[src/rtl/rgb_pkg.sv]
// Shared types and constants for the RGB hue sequencer.
// The LED pins are active-low, so LED_ON is 0 and LED_OFF is 1.
package rgb_pkg;

    typedef enum logic [2:0] {
        PH_RY = 3'd0,
        PH_YG = 3'd1,
        PH_GC = 3'd2,
        PH_CB = 3'd3,
        PH_BM = 3'd4,
        PH_MR = 3'd5
    } phase_t;

    localparam logic LED_ON  = 1'b0;
    localparam logic LED_OFF = 1'b1;

    function automatic phase_t next_phase(input phase_t p);
        return (p == PH_MR) ? PH_RY : phase_t'(p + 3'd1);
    endfunction

endpackage

[src/rtl/rgb_pwm_channel.sv]
// One PWM colour channel.
// The pin is registered and lit only while enabled and duty exceeds the shared counter.
module rgb_pwm_channel
    import rgb_pkg::*;
#(
    parameter int PWM_BITS = 8
) (
    input  logic                clk,
    input  logic                rst_n,
    input  logic                en,
    input  logic [PWM_BITS-1:0] duty,
    input  logic [PWM_BITS-1:0] pwm_cnt,
    output logic                pin
);

    always_ff @(posedge clk) begin
        if (!rst_n)
            pin <= LED_OFF;
        else
            pin <= (en && (duty > pwm_cnt)) ? LED_ON : LED_OFF;
    end

endmodule

[src/rtl/rgb_hue_sequencer.sv]
// Colour-wheel sequencer: prescaler, ramp, phase FSM and duty mux
// that feed three PWM channels driving the active-low RGB LED.
module rgb_hue_sequencer
    import rgb_pkg::*;
#(
    parameter int PWM_BITS    = 8,
    parameter int STEP_CYCLES = 7812
) (
    input  logic       clk,
    input  logic       rst_n,
    input  logic       en,
    input  logic       restart,
    output logic       RGB_R,
    output logic       RGB_G,
    output logic       RGB_B,
    output logic [2:0] phase,
    output logic       phase_wrap
);

    localparam int                  PS_W    = (STEP_CYCLES > 1) ? $clog2(STEP_CYCLES) : 1;
    localparam logic [PS_W-1:0]     PS_LAST = PS_W'(STEP_CYCLES - 1);
    localparam logic [PWM_BITS-1:0] MAX     = '1;

    logic [PS_W-1:0]     ps_q;
    logic [PWM_BITS-1:0] r_q;
    logic [PWM_BITS-1:0] pwm_cnt;
    logic [PWM_BITS-1:0] r_inv;
    logic [PWM_BITS-1:0] duty_r;
    logic [PWM_BITS-1:0] duty_g;
    logic [PWM_BITS-1:0] duty_b;
    phase_t              phase_q;
    phase_t              phase_d;
    logic                tick;
    logic                ramp_end;

    assign tick     = en && (ps_q == PS_LAST);
    assign ramp_end = tick && (r_q == MAX);
    assign r_inv    = MAX - r_q;
    assign phase    = phase_q;

    always_ff @(posedge clk) begin
        if (!rst_n || restart)
            ps_q <= '0;
        else if (en)
            ps_q <= tick ? '0 : ps_q + 1'b1;
    end

    // The ramp wraps MAX -> 0 naturally, which coincides with the phase advance.
    always_ff @(posedge clk) begin
        if (!rst_n || restart)
            r_q <= '0;
        else if (tick)
            r_q <= r_q + 1'b1;
    end

    // The PWM counter ignores en and restart so the carrier never stalls.
    always_ff @(posedge clk) begin
        if (!rst_n)
            pwm_cnt <= '0;
        else
            pwm_cnt <= pwm_cnt + 1'b1;
    end

    always_ff @(posedge clk) begin
        if (!rst_n)
            phase_q <= PH_RY;
        else
            phase_q <= phase_d;
    end

    always_comb begin
        phase_d = phase_q;
        if (restart)
            phase_d = PH_RY;
        else if (ramp_end)
            phase_d = next_phase(phase_q);
    end

    always_ff @(posedge clk) begin
        if (!rst_n)
            phase_wrap <= 1'b0;
        else
            phase_wrap <= !restart && ramp_end && (phase_q == PH_MR);
    end

    // Each phase holds one channel full, one ramping and one dark, so colour is continuous.
    always_comb begin
        duty_r = '0;
        duty_g = '0;
        duty_b = '0;
        case (phase_q)
            PH_RY: begin duty_r = MAX;   duty_g = r_q;   end
            PH_YG: begin duty_r = r_inv; duty_g = MAX;   end
            PH_GC: begin duty_g = MAX;   duty_b = r_q;   end
            PH_CB: begin duty_g = r_inv; duty_b = MAX;   end
            PH_BM: begin duty_r = r_q;   duty_b = MAX;   end
            PH_MR: begin duty_r = MAX;   duty_b = r_inv; end
            default: ;
        endcase
    end

    rgb_pwm_channel #(.PWM_BITS(PWM_BITS)) u_red (
        .clk(clk), .rst_n(rst_n), .en(en), .duty(duty_r), .pwm_cnt(pwm_cnt), .pin(RGB_R)
    );

    rgb_pwm_channel #(.PWM_BITS(PWM_BITS)) u_green (
        .clk(clk), .rst_n(rst_n), .en(en), .duty(duty_g), .pwm_cnt(pwm_cnt), .pin(RGB_G)
    );

    rgb_pwm_channel #(.PWM_BITS(PWM_BITS)) u_blue (
        .clk(clk), .rst_n(rst_n), .en(en), .duty(duty_b), .pwm_cnt(pwm_cnt), .pin(RGB_B)
    );

endmodule
[config.mk]
export PLATFORM = sky130hd
export DESIGN_NAME = rgb_hue_sequencer
export DESIGN_NICKNAME = d
export VERILOG_FILES = /design/src/rtl/rgb_pkg.sv /design/src/rtl/rgb_pwm_channel.sv /design/src/rtl/rgb_hue_sequencer.sv
export SDC_FILE = /design/constraint.sdc
export NUM_CORES = 1
export LEC_CHECK = 0
export CAP_MARGIN = 20
export CORE_ASPECT_RATIO = 2
export CORE_MARGIN = 2
export CORE_UTILIZATION = 55
export DETAILED_ROUTE_END_ITERATION = 16
export PLACE_DENSITY_LB_ADDON = 0.25
export SLEW_MARGIN = 30
export SYNTH_ARGS = -nofsm -noshare
export SYNTH_HDL_FRONTEND = slang
export SYNTH_SLANG_ARGS = --single-unit
export TNS_END_PERCENT = 1
[constraint.sdc]
create_clock -name clk -period 3.5 [get_ports clk]
set_input_delay 0.875 -clock clk [delete_from_list [all_inputs] [get_ports clk]]
set_output_delay 0.875 -clock clk [all_outputs]
set_load 0.01 [all_outputs]
Word-level counts from Yosys, hierarchy flattened:

Cells that the tools add are included.

* bits in registers: 36
* RAM bits: 0
* memories kept: 0
* memory bits (read-only): 0
* output and inout bits: 7
* bits in latches: 0
* input port bits: 4
* word-level logic and storage cells: 47

* equal/unequal tests: 7
* multiply operators: 0
* div/mod/pow operators: 0
* multiplexer cells: 8
* shift operators: 0
* bitwise operators: 1
* add/sub/neg operators: 5
* reductions and logical operators: 15
* magnitude comparators: 3

Operators by type and width (number)
* 8-bit case mux with 3 select lines: 3
* 8-bit > comparator: 3
* 8-bit by 1-bit adder with 8-bit output (second input constant): 2
* 13-bit by 1-bit adder with 13-bit output (second input constant): 1
* 13-bit equality test (second input constant): 1
* 13-bit two-way mux: 1
* 8-bit equality test (second input constant): 1
* 2-bit OR reduction: 4
* 8-bit subtractor (first input constant): 1
* 1-bit logical AND: 7
* 3-bit by 2-bit equality test with 1-bit output (second input constant): 2
* 3-bit equality test (second input constant): 2
* 3-bit by 1-bit adder with 3-bit output (second input constant): 1
* 3-bit by 1-bit equality test with 1-bit output (second input constant): 1
* 3-bit logical NOT: 1
* 1-bit two-way mux: 3
* 3-bit two-way mux: 1
* 1-bit logical NOT: 2
* 1-bit logical OR: 1
* 1-bit NOT: 1

Longest topological paths before layout:

* depth in word-level cells: 6
* depth in mapped cells: 11
* depth with buffers taken out: 9

Modules after synthesis:

A second synthesis with hierarchy kept.

* cells, all modules: 326
* area, all modules: 2558.7 um2

By module, submodules not included
* rgb_hue_sequencer: sequential area each 660.6 um2, instances 1, area each 1898.1 um2, cells each 239
* rgb_pwm_channel: sequential area each 20.0 um2, instances 3, area each 220.2 um2, cells each 29

Least setup slack after synthesis:

No wires, ideal clock.

* path type: input-to-reg
* from: in en
* to: reg r_q[5]
* arrival time: 2455 ps
* stages on the path: 6
* buffers on the path: 2
* setup slack: 975 ps
* path through: clkbuf_1 > nand2_1 > or4_1 > buf_2 > or4_1 > a21oi_1

* cells in the longest elaborated chain, start to end: 1

Ends and longest elaborated chain
* start, declared: RTL line rgb_hue_sequencer.sv:11 `input logic en,`
* 1-bit logical AND: RTL line rgb_hue_sequencer.sv:36 `assign tick = en && (ps_q == PS_LAST);`
* end signal, assigned: RTL line rgb_hue_sequencer.sv:53 `r_q <= r_q + 1'b1;`
* end, declared: RTL line rgb_hue_sequencer.sv:25 `logic [PWM_BITS-1:0] r_q;`

Every way passes these cells.
A chain may end at the register's enable or synchronous reset.

Final worst setup path:

Ends and elaborated chain as after synthesis.

==> impl_results.md <==
- Final hold viol count: 0
- Crit path time final: 2.74 ns
- Vias: 2353
- Drt first pass iters: 6
- CP Launch Type: input pin
- CTS resizes: 0
- N_diodes: 0
- Final nets: 363
- CTS root buffer: clkbuf_8
- Total GRT Usage: 0.257
- Setup TNS: 0 ns
- Die W: 52.4 um
- IO Port Bufs: 10
- Avg WL per Cell: 15.4 um
- Fin crit share: 0.783
- Pint: 0.574 mW
- Leakage Power: 0.965 nW
- DP HPWL: 4570 um
- Unrepaired setup endpoints after global routing: false
- CP cell instances: clkdlybuf4s50_1, nand2_1, or4_1, or4_1, a21oi_1
- Crit-path max FO: 17
- Skew final: 0.00664 ns
- # setup viols final: 0
- Critical path class: input pin to flip-flop
- Core Box Area: 4550 sq um
- Hold-fix buffers, CTS: 0
- Fraction of layout cells with a size suffix above 1: 0.0302
- Yosys top cell by area: dfxtp_1
- Most frequent CP cell: or4_1
- Worst slew margin: 0.470
- Power Density: 272 nW/um^2
- Sw frac: 0.236
- Share of the yosys chip area belonging to registers: 0.279
- Clock Tree Buf Depth: 2
- Ranking of synthesized cells by area: dfxtp_1 (28%), ha_1 (14%), nor2_1 (5.8%)
- Largest net degree at the start of global routing: 25
- Max-cap violation count: 0
- CP max stage cell: or4_1
- Initial Util: 0.566
- Post-synth top area share: 0.279
- Latest clock arrival within the worst-skew pair: 0.29 ns
- Gate Count Post-Synth: 333
- Postcts setup bufs: 0
- Synthesized Nets: 365
- Vias in the first global route: 2255
- Status: finished clean
- IO Count: 11
- DRT Wirelength: 5950 um
- DRT iter0 DRCs: 71
- CTS tree: done
- Clock slew at reported path FFs: 0.07 ns
- Worst slew pin tran: 0.794 ns
- Logic pwr share: 0.065
- Worst Path Required: 3.71 ns
- Ys async rst share: 0
- Cell Area, Synth: 2580 sq um
- Yosys reg bits: 36
- Total Power: 0.751 mW
- Max-slew violations: 0
- Grt ovf: 0
- DIE AREA: 5290 sq um
- Synth unique cells: 41
- Residual DRC: 0
- Worst Hold Class: flip-flop to flip-flop
- TritonCTS Buffers: 5
- CTS sink cnt: 36
- Remaining antenna violation count: 0
- Critical path arrival: 2.95 ns
- Top FF cell, synth: dfxtp_1
- Routability congestion estimate: 0.843
- FILL cells: 451
- Die Height: 101 um
- Cell Rows: 35
- Global-route wire length before repair: 10200 um
- Sw Pwr: 0.177 mW
- # H-tree levels: 2
- Number of antenna violations at the first check in global routing: 0
- Synth-to-layout area growth: 6.94%
- Fmax: 365 MHz
- Clock network fraction of total power: 0.374
- Synthesized area per cell: 7.75 sq um
- Number of flops mapped to enable cells by yosys: 0
- Sequential share of power: 0.561
- Synth warnings: 0
- CP Capture Type: flip-flop
- Via density: 6.10
- Worst path max stage delay: 0.75 ns
- Peak supply drop: 335 uV
[metal layers]
metal	GRT usage	share of wire	vias to the layer above	wire length, um
met1	0.277	0.39	1108	2290
li1	-	-	1191	-
met4	0.142	0.033	0	194
met2	0.464	0.56	41	3340
met5	0	0	-	0
met3	0.0282	0.021	13	124
[cell usage after synthesis, drive strengths merged (4+ instances only)]
| cell type | instances |
|---|---|
| xnor2 | 13 |
| o31ai | 6 |
| nand2b | 4 |
| clkbuf | 16 |
| o21a | 6 |
| o21ai | 23 |
| a21oi | 18 |
| a211oi | 7 |
| dfxtp | 36 |
| nand2 | 21 |
| and2 | 9 |
| nor3 | 4 |
| buf | 5 |
| or4 | 6 |
| nand4 | 10 |
| xor2 | 4 |
| o2bb2ai | 5 |
| inv | 16 |
| nor2 | 40 |
| nor2b | 10 |
| a21o | 6 |
| nor4 | 6 |
| ha | 28 |
| nand3 | 12 |
[critical path: cells and delay by family]
family                 cells  cell delay [ns]
and+or+nand+nor            3             1.44
buffers and inverters      1             0.49
AOI/OAI and AO/OA          1             0.15
[stage by stage]
| step | utilization | hold WS [ns] | setup slack, ns | cell area (sq um) | instances |
|---|---|---|---|---|---|
| 3_3_place_gp | 0.589 | 0.511 | 0.507 | 2680 | 379 |
| 4_1_cts | 0.606 | 0.533 | 0.776 | 2760 | 386 |
| 3_5_place_dp | 0.589 | 0.521 | 0.477 | 2680 | 379 |
| 6_report | 0.606 | 0.530 | 0.758 | 2760 | 386 |
| 2_1_floorplan | - | 0.489 | 0.975 | 2580 | 333 |
| 5_1_grt | 0.606 | 0.561 | 0.688 | 2760 | 386 |
[flip-flops by register name (all words and copies together), names as in the netlist]
register     flops
r_q              8
phase            3
u_red.pin        1
u_blue.pin       1
phase_wrap       1
ps_q            13
u_green.pin      1
pwm_cnt          8
[layout make-up]
| cell class | count | area (sq um) | share of cell area |
|---|---|---|---|
| multi-input combinational | 260 | 1720 | 0.622 |
| sequential | 36 | 721 | 0.261 |
| timing repair buffer | 12 | 115 | 0.0417 |
| clock buffer | 6 | 72.6 | 0.0263 |
| tap | 55 | 68.8 | 0.0249 |
| inverter | 16 | 60.1 | 0.0218 |
| clock inverter | 1 | 5.00 | 0.00181 |
[logic make-up after synthesis]
logic type,share of synthesized area
and+or+nand+nor,0.269
DFF,0.279
muxes,0.00388
xor gates and xnor gates,0.0577
buffers and inverters,0.0553
AOI/OAI and AO/OA,0.199
adders and majority gates,0.136
[final timing paths]
check,from,endpoint,slack (ns),depth (start not counted)
setup / recovery,en,r_q[5]$_SDFFE_PP0P_,0.76,5
hold / removal,ps_q[1]$_SDFFE_PP0P_,ps_q[1]$_SDFFE_PP0P_,0.53,2
setup reg to reg,phase[1]$_SDFFE_PP0P_,u_green.pin$_SDFF_PN1_,0.88,8
hold reg to reg,ps_q[1]$_SDFFE_PP0P_,ps_q[1]$_SDFFE_PP0P_,0.53,2
[power groups by stage]
stage	sequential (mW)	combinational [mW]	clock (mW)
after floorplan	0.430	0.0319	0
after global placement	0.430	0.0477	0
after detailed placement	0.430	0.0485	0
after CTS	0.421	0.0494	0.291
after global routing	0.422	0.0554	0.305
final	0.421	0.0489	0.281
[cells in the final DEF, fill, tap and decap left out, types with 7 or more instances in the layout]
master	netlist	final
nor2_1	40	40
dfxtp_1	36	36
ha_1	28	28
nand2_1	21	21
o21ai_0	21	21
a21oi_1	18	18
inv_1	15	15
xnor2_1	13	13
nand3_1	12	12
nor2b_1	10	10
nand4_1	10	10
clkdlybuf4s50_1	0	10
and2_1	9	9
a211oi_1	7	7
Note: power is estimated with default switching activity, not from simulation.
